===== config.mk =====
export PLATFORM = sky130hd
export DESIGN_NAME = sipo_deframer
export DESIGN_NICKNAME = d
export VERILOG_FILES = /design/src/rtl/sipo_deframer.sv
export SDC_FILE = /design/constraint.sdc
export NUM_CORES = 1
export LEC_CHECK = 0
export ABC_AREA = 1
export CORE_AREA = 4 4 47 49
export DETAILED_ROUTE_END_ITERATION = 16
export DIE_AREA = 0 0 51 53
export PLACE_DENSITY = 0.56
export SLEW_MARGIN = 20
export SYNTH_ARGS = -nofsm -noshare
export SYNTH_HDL_FRONTEND = slang
export SYNTH_SLANG_ARGS = --single-unit

===== constraint.sdc =====
create_clock -name clk -period 1.28 [get_ports clk]
set_input_delay 0.256 -clock clk [delete_from_list [all_inputs] [get_ports clk]]
set_output_delay 0.256 -clock clk [all_outputs]
set_load 0.02 [all_outputs]

===== src/rtl/sipo_deframer.sv =====
// Serial-in parallel-out receive stage: rebuilds LSB-first serial words and
// presents them on a valid/ready output with a sticky overrun flag.
module sipo_deframer #(
  parameter  int WIDTH = 4,
  localparam int CNT_W = $clog2(WIDTH + 1)
) (
  input  logic             clk,
  input  logic             rst,
  input  logic             sin,
  input  logic             sin_en,
  input  logic             align,
  output logic [WIDTH-1:0] dout,
  output logic             dout_valid,
  input  logic             dout_ready,
  output logic [CNT_W-1:0] bit_cnt,
  output logic             overrun
);

  // Only WIDTH-1 bits are stored; the final bit of a word goes straight to dout.
  logic [WIDTH-2:0] sr_q, sr_d;
  logic [CNT_W-1:0] cnt_q, cnt_d;
  logic [WIDTH-1:0] dout_q, dout_d;
  logic             valid_q, valid_d;
  logic             overrun_q, overrun_d;

  logic [WIDTH-1:0] word;
  logic             complete;

  always_comb begin
    sr_d      = sr_q;
    cnt_d     = cnt_q;
    dout_d    = dout_q;
    valid_d   = valid_q;
    overrun_d = overrun_q;
    word      = {sin, sr_q};
    complete  = 1'b0;

    if (align) begin
      sr_d  = '0;
      cnt_d = '0;
    end else if (sin_en) begin
      sr_d = word[WIDTH-1:1];
      if (cnt_q == CNT_W'(WIDTH - 1)) begin
        complete = 1'b1;
        cnt_d    = '0;
      end else begin
        cnt_d = cnt_q + CNT_W'(1);
      end
    end

    // A completing word may refill dout in the same cycle it is accepted.
    if (complete) begin
      if (!valid_q || dout_ready) begin
        dout_d  = word;
        valid_d = 1'b1;
      end else begin
        overrun_d = 1'b1;
      end
    end else if (valid_q && dout_ready) begin
      valid_d = 1'b0;
    end
  end

  always_ff @(posedge clk) begin
    if (!rst) begin
      sr_q      <= '0;
      cnt_q     <= '0;
      dout_q    <= '0;
      valid_q   <= 1'b0;
      overrun_q <= 1'b0;
    end else begin
      sr_q      <= sr_d;
      cnt_q     <= cnt_d;
      dout_q    <= dout_d;
      valid_q   <= valid_d;
      overrun_q <= overrun_d;
    end
  end

  assign dout       = dout_q;
  assign dout_valid = valid_q;
  assign bit_cnt    = cnt_q;
  assign overrun    = overrun_q;

endmodule

# == Word level (Yosys, flattened, before mapping) ==
# Cells that the tools add are included.
# word_totals
word_cells,25
register_bits,12
input_bits,6
output_inout_bits,9
# op_classes
add_sub_neg,1
mux,7
n_reduce_logical,8
n_bitwise,2
n_eq_ne,2
# ops
operator,count
1-bit 2-to-1 mux,6
2-bit AND reduction,3
"3-bit by 1-bit adder with 3-bit output, second input constant",1
"3-bit by 2-bit == test with 1-bit output, second input constant",1
3-bit 2-to-1 mux,1
"2-bit by 1-bit inequality test with 1-bit output, second input constant",1
1-bit inverter,2
2-bit nonzero test,1
2-bit OR reduction,1
1-bit logical AND,1
1-bit zero test,1
1-bit logical OR,1

# == Depth between registers and ports, before layout ==
# Gate-level depths: netlist (run 1).
# depth
depth_word,6
ltp_mapped,7
mapped_depth_nobuf,7

# == Worst setup path before layout (run 1) ==
# OpenSTA, ideal clock, no wires.
# synth_path
path_type,register to register
startpoint,register cnt_q[0] (netlist: bit_cnt[0])
endpoint,register dout_q[0] (netlist: dout[0])
stages_incl_launch_ff,7
arrival_time_ps,1044
setup_slack_ps,123
required_time_ps,1167
synth_period_minus_slack_ps,1157
n_path_buf,0
setup_time_ps,113
path_cell_list,dfxtp_1 -> ha_1 -> nand2_2 -> inv_2 -> nand3_4 -> nor2_1 -> nor2_1
# synth_between
elab_chain_len,5
# synth_lines
item,line,text
"start, declared",21,"logic [CNT_W-1:0] cnt_q, cnt_d;"
"start signal, assigned",73,cnt_q <= cnt_d;
3-bit by 2-bit == test with 1-bit output,43,if (cnt_q == CNT_W'(WIDTH - 1)) begin
1-bit 2-to-1 mux,43,
1-bit 2-to-1 mux,41,end else if (sin_en) begin
1-bit 2-to-1 mux,38,if (align) begin
2-bit AND reduction (no line),-,
"end signal, assigned",74,dout_q <= dout_d;
"end, declared",22,"logic [WIDTH-1:0] dout_q, dout_d;"
# No other way between the ends.
# A chain may end at the register's enable or synchronous reset.

# == Worst setup path after layout (run 1) ==
# layout_path
startpoint,register cnt_q[2] (netlist: bit_cnt[2])
endpoint,output port bit_cnt[2]
# layout_rtl
item,line,text
"end, declared",15,"output logic [CNT_W-1:0] bit_cnt,"
# No word-level cell between the ends.

==> results of run 1 <==
per-stage QoR:
step / util / std cells / hold slack [ns] / setup WS (ns) / TNS (ns)
2_1_floorplan: - / 65 / 0.376 / 0.123 / 0
3_3_place_gp: 0.383 / 110 / 0.437 / -0.0803 / -0.488
3_5_place_dp: 0.383 / 110 / 0.437 / -0.0926 / -0.631
4_1_cts: 0.397 / 114 / 0.446 / 0.0267 / 0
6_report: 0.397 / 114 / 0.443 / 0.0712 / 0
5_1_grt: 0.397 / 114 / 0.481 / 0.00544 / 0
cells by family after synthesis:
logic type                 share of synthesized area
AOI/OAI and AO/OA                              0.115
adders and majority gates                     0.0244
buffers and inverters                         0.0951
DFF                                            0.468
and+or+nand+nor                                0.298
what timing repair did:
action	CTS	global route
setup endpoints to repair	9	1
hold endpoints to repair	0	0
setup buffers	0	0
gates resized for setup	9	1
power groups by stage:
stage | sequential (W) | clock [W] | combinational (W)
2_1_floorplan | 0.000390 | 0 | 0.0000220
3_3_place_gp | 0.000387 | 0 | 0.0000585
3_5_place_dp | 0.000387 | 0 | 0.0000589
4_1_cts | 0.000378 | 0.000320 | 0.0000577
5_1_grt | 0.000379 | 0.000340 | 0.0000626
6_report | 0.000378 | 0.000299 | 0.0000567
flip-flops by register name, summed over array words and instances (netlist names):
register / count
overrun: 1
dout_valid: 1
sr_q: 3
dout: 4
bit_cnt: 3
layout by cell type (no fill, tap or decap), drive strengths merged:
master / n
or2: 1
clkdlybuf4s15: 1
ha: 1
nand3b: 1
clkbuf: 4
dfxtp: 12
nand2: 20
a21oi: 8
clkdlybuf4s50: 5
nor2: 9
buf: 5
nor3: 1
nand3: 1
inv: 10
dlygate4sd2: 8
layer usage:
layer / GRT usage / up-vias / share of wire
met5: 0 / - / 0
met4: 0.0807 / 0 / 0.018
met3: 0.0338 / 2 / 0.047
met2: 0.133 / 9 / 0.46
met1: 0.109 / 197 / 0.47
li1: - / 243 / -
final cells by class:
type,count,area [µm²],share of cell area
multi-input combinational,42,224,0.303
clock buffer,4,36.3,0.0491
inverter,10,37.5,0.0508
sequential,12,240,0.325
tap,27,33.8,0.0457
timing repair buffer,19,168,0.227
worst min-delay path by stage:
stage | startpoint | slack (ns) | depth (start not counted) | endpoint
2_1_floorplan | rst | 0.38 | 2 | dout[0]
3_3_place_gp | overrun | 0.44 | 2 | overrun
3_5_place_dp | overrun | 0.44 | 2 | overrun
4_1_cts | overrun | 0.45 | 2 | overrun
5_1_grt | overrun | 0.48 | 2 | overrun
6_report | overrun | 0.44 | 2 | overrun
tightest hold or removal path, delay by kind of cell (launching register included):
| family | cells | cell delay [ns] |
|---|---|---|
| compound gates | 1 | 0.05 |
| buf+inv | 1 | 0.04 |
| flops | 1 | 0.31 |
==> metrics.txt, run 1 <==
# TYPE chip_impl_metric gauge
chip_impl_metric{name="post_cts_hold_buffer_count",unit=""} 0
chip_impl_metric{name="cp.depth",unit=""} 1
chip_impl_metric{name="portBuffers",unit=""} 14
chip_impl_metric{name="total_leakage_power",unit="nW"} 0.358
chip_impl_metric{name="worst_skew_pair.late_latency",unit="ns"} 0.27
chip_impl_metric{name="share_comb_of_total_power",unit=""} 0.077
chip_impl_info{name="cts_tree",value="done"} 1
chip_impl_metric{name="largest_net_degree_at_the_start_of_global_routing",unit=""} 10
chip_impl_info{name="setup.worst_path.start_class",value="register"} 1
chip_impl_info{name="cpMaxStageDelayCell",value="sky130_fd_sc_hd__dfxtp_1"} 1
chip_impl_info{name="hold_path.class",value="register to register"} 1
chip_impl_metric{name="yosysWarnings",unit=""} 0
chip_impl_metric{name="routabilityCongestion",unit=""} 0.727
chip_impl_metric{name="tritoncts_num_sinks",unit=""} 12
chip_impl_metric{name="route.detailed.drc",unit=""} 0
chip_impl_metric{name="fillers",unit=""} 201
chip_impl_metric{name="worstPathMaxFanout",unit=""} 3
chip_impl_info{name="end_kind",value="output pin"} 1
chip_impl_info{name="critPathLaunch",value="bit_cnt[2]"} 1
chip_impl_metric{name="final_nets",unit=""} 95
chip_impl_metric{name="critPathRequiredTime",unit="ns"} 1.02
chip_impl_metric{name="fin_crit_sh",unit=""} 0.944
chip_impl_info{name="synthFlopType",value="sky130_fd_sc_hd__dfxtp_1"} 1
chip_impl_metric{name="areaGrowthSynthToFinish",unit="%"} 44.1
chip_impl_metric{name="track_usage",unit=""} 0.0933
chip_impl_metric{name="ff2ff_path_depth",unit=""} 7
chip_impl_metric{name="fp-row-count",unit=""} 16
chip_impl_metric{name="synth_edf_count",unit=""} 0
chip_impl_metric{name="vias",unit=""} 451
chip_impl_info{name="synthTopCellsByCount",value="19 x sky130_fd_sc_hd__nand2_1, 12 x sky130_fd_sc_hd__dfxtp_1, 9 x sky130_fd_sc_hd__inv_1, 9 x sky130_fd_sc_hd__nor2_1, 5 x sky130_fd_sc_hd__a21oi_2"} 1
chip_impl_metric{name="synth_area",unit="µm²"} 513
chip_impl_metric{name="syn-num-nets",unit=""} 72
chip_impl_metric{name="clockBufferDepth",unit=""} 2
chip_impl_metric{name="tightest_slew",unit="ns"} 0.322
chip_impl_metric{name="path_clk_slew",unit="ns"} 0.07
chip_impl_metric{name="post_drt_wl_per_cell",unit="µm"} 8.68
chip_impl_metric{name="unique_cell_type_count_in_the_yosys_netlist",unit=""} 14
chip_impl_metric{name="detail-route-antenna-nets",unit=""} 0
chip_impl_metric{name="worst_path_largest_cell_delay",unit="ns"} 0.35
chip_impl_metric{name="net_sw_frac",unit=""} 0.212
chip_impl_metric{name="reg2reg_slack",unit="ns"} 0.14
chip_impl_metric{name="timing.max_cap.violations",unit=""} 0
chip_impl_metric{name="fp.coreArea",unit="mm²"} 0.00186
chip_impl_metric{name="vdd_drop_max",unit="µV"} 513
chip_impl_metric{name="power.share.clock",unit=""} 0.408
chip_impl_metric{name="ctsHtreeMaxLevel",unit=""} 1
chip_impl_metric{name="first_pass_iters",unit=""} 4
chip_impl_metric{name="postPlaceCellArea",unit="µm²"} 713
chip_impl_metric{name="power_density",unit="mW/mm²"} 993
chip_impl_metric{name="clock-skew-final",unit="ns"} 0.00506
chip_impl_metric{name="design_power_total",unit="W"} 0.000734
chip_impl_info{name="crit-reg2reg-launch",value="bit_cnt[0]"} 1
chip_impl_metric{name="fraction_of_layout_instances_using_a_drive_strength_above_1",unit=""} 0.207
chip_impl_metric{name="via_count_of_the_first_global_routing_pass",unit=""} 436
chip_impl_metric{name="post-synth-top-area-fraction",unit=""} 0.468
chip_impl_metric{name="cp_num_buf_inv",unit=""} 1
chip_impl_info{name="timing_worst_setup_path_type",value="register to output pin"} 1
chip_impl_metric{name="worst_ep_arrival_time",unit="ns"} 0.95
chip_impl_metric{name="fin_area",unit="µm²"} 739
chip_impl_metric{name="timing.final.crit_period",unit="ns"} 1.21
chip_impl_info{name="run_status",value="complete, no violations"} 1
chip_impl_metric{name="detail_route.vias_per_cell",unit=""} 3.96
chip_impl_metric{name="synth.avg_cell_area",unit="µm²"} 7.89
chip_impl_metric{name="die-height",unit="µm"} 53
chip_impl_metric{name="area_of_the_die",unit="mm²"} 0.00270
chip_impl_metric{name="detail_route.wirelength",unit="µm"} 990
chip_impl_info{name="crit_chain",value="dlygate4sd2_1"} 1
chip_impl_info{name="crit_family",value="flip-flops"} 1
chip_impl_metric{name="seq_power_share",unit=""} 0.515
chip_impl_metric{name="design.portCount",unit=""} 15
chip_impl_metric{name="slew-limit-headroom",unit=""} 0.785
chip_impl_info{name="synthDominantAreaCellType",value="sky130_fd_sc_hd__dfxtp_1"} 1
chip_impl_metric{name="report.final.slew_viol_count",unit=""} 0
chip_impl_info{name="top_count_cell_post_synth",value="sky130_fd_sc_hd__nand2_1"} 1
chip_impl_metric{name="synth-seq-area-share",unit=""} 0.468
chip_impl_metric{name="dp_hpwl",unit="µm"} 792
chip_impl_info{name="grt_setup_unrepaired",value="no"} 1
chip_impl_metric{name="max_freq",unit="MHz"} 827
chip_impl_metric{name="initial_antenna_violation_count",unit=""} 0
chip_impl_metric{name="tritoncts.num_buffers",unit=""} 3
chip_impl_metric{name="ys_seq_elements",unit=""} 12
chip_impl_metric{name="dr.first_iter.drc_count",unit=""} 6
chip_impl_metric{name="antennaDiodeCount",unit=""} 0
chip_impl_metric{name="syn-instance-count",unit=""} 65
chip_impl_info{name="critical_path.reg2reg.endpoint",value="dout[0]"} 1
chip_impl_info{name="cts.root.buffer_cell",value="sky130_fd_sc_hd__clkbuf_4"} 1
chip_impl_metric{name="initial_core_util",unit=""} 0.276
chip_impl_metric{name="globalRoute.totalOverflow",unit=""} 0
chip_impl_metric{name="netSwitchingPower",unit="W"} 0.000156
chip_impl_metric{name="synthArstFlopShare",unit=""} 0
chip_impl_info{name="synth.top_cells.by_area",value="sky130_fd_sc_hd__dfxtp_1 47%, sky130_fd_sc_hd__nand2_1 14%, sky130_fd_sc_hd__a21oi_2 8.5%"} 1
chip_impl_metric{name="global_route_wire_length_before_repair",unit="µm"} 1790
chip_impl_metric{name="fp.dieW",unit="µm"} 51
chip_impl_info{name="crit_end",value="bit_cnt[2]"} 1
chip_impl_metric{name="hold_violations",unit=""} 0
chip_impl_metric{name="report.final.setup_viol",unit=""} 0
chip_impl_metric{name="internal_power",unit="W"} 0.000578
Note: power is estimated with default switching activity, not from simulation.
==> run 2, diff against run 1 <==
--- a/config.mk
+++ b/config.mk
@@ -6,10 +6,10 @@
 export NUM_CORES = 1
 export LEC_CHECK = 0
 export ABC_AREA = 1
-export CORE_AREA = 4 4 47 49
+export CORE_AREA = 4 4 44 46
 export DETAILED_ROUTE_END_ITERATION = 16
-export DIE_AREA = 0 0 51 53
-export PLACE_DENSITY = 0.56
+export DIE_AREA = 0 0 48 50
+export PLACE_DENSITY = 0.62
 export SLEW_MARGIN = 20
 export SYNTH_ARGS = -nofsm -noshare
 export SYNTH_HDL_FRONTEND = slang
==> metrics.txt, run 2 (synthesized netlist as in run 1, its figures left out) <==
# TYPE chip_impl_metric gauge
chip_impl_info{name="cts.root.buffer_cell",value="sky130_fd_sc_hd__clkbuf_4"} 1
chip_impl_metric{name="design_power_total",unit="W"} 0.000667
chip_impl_metric{name="route.detailed.drc",unit=""} 0
chip_impl_metric{name="tightest_slew",unit="ns"} 0.361
chip_impl_metric{name="portBuffers",unit=""} 14
chip_impl_info{name="grt_setup_unrepaired",value="yes"} 1
chip_impl_metric{name="power.share.clock",unit=""} 0.346
chip_impl_metric{name="timing.final.crit_period",unit="ns"} 1.23
chip_impl_metric{name="hold_violations",unit=""} 0
chip_impl_metric{name="final_nets",unit=""} 96
chip_impl_metric{name="clockBufferDepth",unit=""} 2
chip_impl_metric{name="cp_num_buf_inv",unit=""} 1
chip_impl_info{name="timing_worst_setup_path_type",value="register to output pin"} 1
chip_impl_info{name="run_status",value="complete, no violations"} 1
chip_impl_metric{name="total_leakage_power",unit="nW"} 0.355
chip_impl_metric{name="worst_skew_pair.late_latency",unit="ns"} 0.27
chip_impl_metric{name="dp_hpwl",unit="µm"} 771
chip_impl_metric{name="detail_route.wirelength",unit="µm"} 1080
chip_impl_metric{name="area_of_the_die",unit="mm²"} 0.00240
chip_impl_info{name="end_kind",value="output pin"} 1
chip_impl_metric{name="design.portCount",unit=""} 15
chip_impl_metric{name="fp.coreArea",unit="mm²"} 0.00151
chip_impl_metric{name="tritoncts_num_sinks",unit=""} 12
chip_impl_metric{name="post_cts_hold_buffer_count",unit=""} 0
chip_impl_metric{name="global_route_wire_length_before_repair",unit="µm"} 1760
chip_impl_metric{name="share_comb_of_total_power",unit=""} 0.087
chip_impl_metric{name="fin_crit_sh",unit=""} 0.959
chip_impl_metric{name="antennaDiodeCount",unit=""} 0
chip_impl_metric{name="tritoncts.num_buffers",unit=""} 3
chip_impl_metric{name="worst_ep_arrival_time",unit="ns"} 0.97
chip_impl_info{name="hold_path.class",value="register to register"} 1
chip_impl_metric{name="dp.cells",unit=""} 99
chip_impl_metric{name="globalRoute.totalOverflow",unit=""} 0
chip_impl_metric{name="detail-route-antenna-nets",unit=""} 0
chip_impl_metric{name="timing.max_cap.violations",unit=""} 0
chip_impl_metric{name="max_freq",unit="MHz"} 814
chip_impl_metric{name="areaGrowthSynthToFinish",unit="%"} 40.5
chip_impl_metric{name="post-cts-setup-buffers",unit=""} 0
chip_impl_metric{name="placement.setup.worst_slack",unit="ns"} -0.0752
chip_impl_metric{name="netSwitchingPower",unit="W"} 0.000152
chip_impl_info{name="setup.worst_path.start_class",value="register"} 1
chip_impl_info{name="crit_chain",value="dlygate4sd2_1"} 1
chip_impl_metric{name="initial_core_util",unit=""} 0.341
chip_impl_metric{name="worst_path_largest_cell_delay",unit="ns"} 0.35
chip_impl_metric{name="dr.first_iter.drc_count",unit=""} 5
chip_impl_metric{name="net_sw_frac",unit=""} 0.229
chip_impl_metric{name="largest_net_degree_at_the_start_of_global_routing",unit=""} 10
chip_impl_metric{name="ctsHtreeMaxLevel",unit=""} 1
chip_impl_metric{name="power_density",unit="mW/mm²"} 925
chip_impl_metric{name="detail_route.vias_per_cell",unit=""} 4.43
chip_impl_info{name="crit_family",value="flip-flops"} 1
chip_impl_metric{name="fraction_of_layout_instances_using_a_drive_strength_above_1",unit=""} 0.207
chip_impl_metric{name="final_cells",unit=""} 103
chip_impl_metric{name="critPathRequiredTime",unit="ns"} 1.02
chip_impl_metric{name="post_drt_wl_per_cell",unit="µm"} 10.5
chip_impl_info{name="final_common_cell",value="sky130_fd_sc_hd__nand2_1"} 1
chip_impl_metric{name="report.final.slew_viol_count",unit=""} 0
chip_impl_metric{name="slew-limit-headroom",unit=""} 0.758
chip_impl_metric{name="routabilityCongestion",unit=""} 0.756
chip_impl_metric{name="report.final.setup_viol",unit=""} 0
chip_impl_metric{name="initial_antenna_violation_count",unit=""} 0
chip_impl_metric{name="first_pass_iters",unit=""} 4
chip_impl_metric{name="die-height",unit="µm"} 50
chip_impl_info{name="cpMaxStageDelayCell",value="sky130_fd_sc_hd__dfxtp_1"} 1
chip_impl_metric{name="fin_tns_setup",unit="ns"} 0
chip_impl_metric{name="seq_power_share",unit=""} 0.567
chip_impl_info{name="mostFrequentLayoutCells",value="19 x sky130_fd_sc_hd__nand2_1, 12 x sky130_fd_sc_hd__dfxtp_1, 9 x sky130_fd_sc_hd__inv_1, 9 x sky130_fd_sc_hd__nor2_1, 9 x sky130_fd_sc_hd__dlygate4sd2_1"} 1
chip_impl_metric{name="clock-skew-final",unit="ns"} 0.00164
chip_impl_metric{name="vdd_drop_max",unit="µV"} 577
chip_impl_metric{name="fillers",unit=""} 165
chip_impl_metric{name="fp-row-count",unit=""} 14
chip_impl_metric{name="largest_register_ffs",unit=""} 4
chip_impl_metric{name="fp.dieW",unit="µm"} 48
chip_impl_metric{name="worstPathMaxFanout",unit=""} 2
chip_impl_metric{name="final.setup.worst_slack",unit="ns"} 0.0522
chip_impl_metric{name="via_count_of_the_first_global_routing_pass",unit=""} 441
chip_impl_metric{name="path_clk_slew",unit="ns"} 0.07
chip_impl_info{name="cts_tree",value="done"} 1
chip_impl_metric{name="vias",unit=""} 456
chip_impl_metric{name="internal_power",unit="W"} 0.000514
chip_impl_metric{name="track_usage",unit=""} 0.103
==> run 2: path summary, 6_finish.rpt <==
check        startpoint       to  slack, ns  cells after the start
max             dout[3]  dout[3]       0.05                      1
min             overrun  overrun       0.44                      2
max reg2reg  bit_cnt[0]  dout[3]       0.11                      7
min reg2reg     overrun  overrun       0.44                      2
==> run 2: metal layers <==
layer  track usage  part of all wire  vias up
li1              -                 -      242
met4        0.0269                 0        0
met2         0.148              0.41       14
met5             0                 0        -
met1         0.126              0.49      200
met3        0.0655             0.090        0
==> run 2: final cells by class <==
| type | count | area (µm²) | area share |
|---|---|---|---|
| Sequential cell | 12 | 240 | 0.333 |
| Inverter | 10 | 37.5 | 0.0521 |
| Timing Repair Buffer | 19 | 166 | 0.231 |
| Tap cell | 16 | 20.0 | 0.0278 |
| Clock buffer | 3 | 22.5 | 0.0313 |
| Multi-Input combinational cell | 43 | 234 | 0.325 |
==> run 2: timing repair <==
| action | 4_1_cts | 5_1_grt |
|---|---|---|
| endpoints found under the setup margin | 9 | 1 |
| resized for setup | 9 | 0 |
| cloned | 0 | 1 |
==> run 2: power groups by stage <==
stage / clock, W / combinational [W] / sequential, W
2_1_floorplan: 0 / 0.0000220 / 0.000390
3_3_place_gp: 0 / 0.0000586 / 0.000387
3_5_place_dp: 0 / 0.0000586 / 0.000387
4_1_cts: 0.000246 / 0.0000574 / 0.000378
5_1_grt: 0.000266 / 0.0000632 / 0.000379
6_report: 0.000231 / 0.0000577 / 0.000378
==> run 2: stage by stage <==
| step | hold WS, ns | instance area, µm² | utilization |
|---|---|---|---|
| after CTS | 0.445 | 711 | 0.472 |
| after floorplan | 0.376 | 513 | - |
| final | 0.444 | 721 | 0.478 |
| after global routing | 0.478 | 721 | 0.478 |
| after detailed placement | 0.436 | 699 | 0.464 |
| after global placement | 0.434 | 699 | 0.464 |
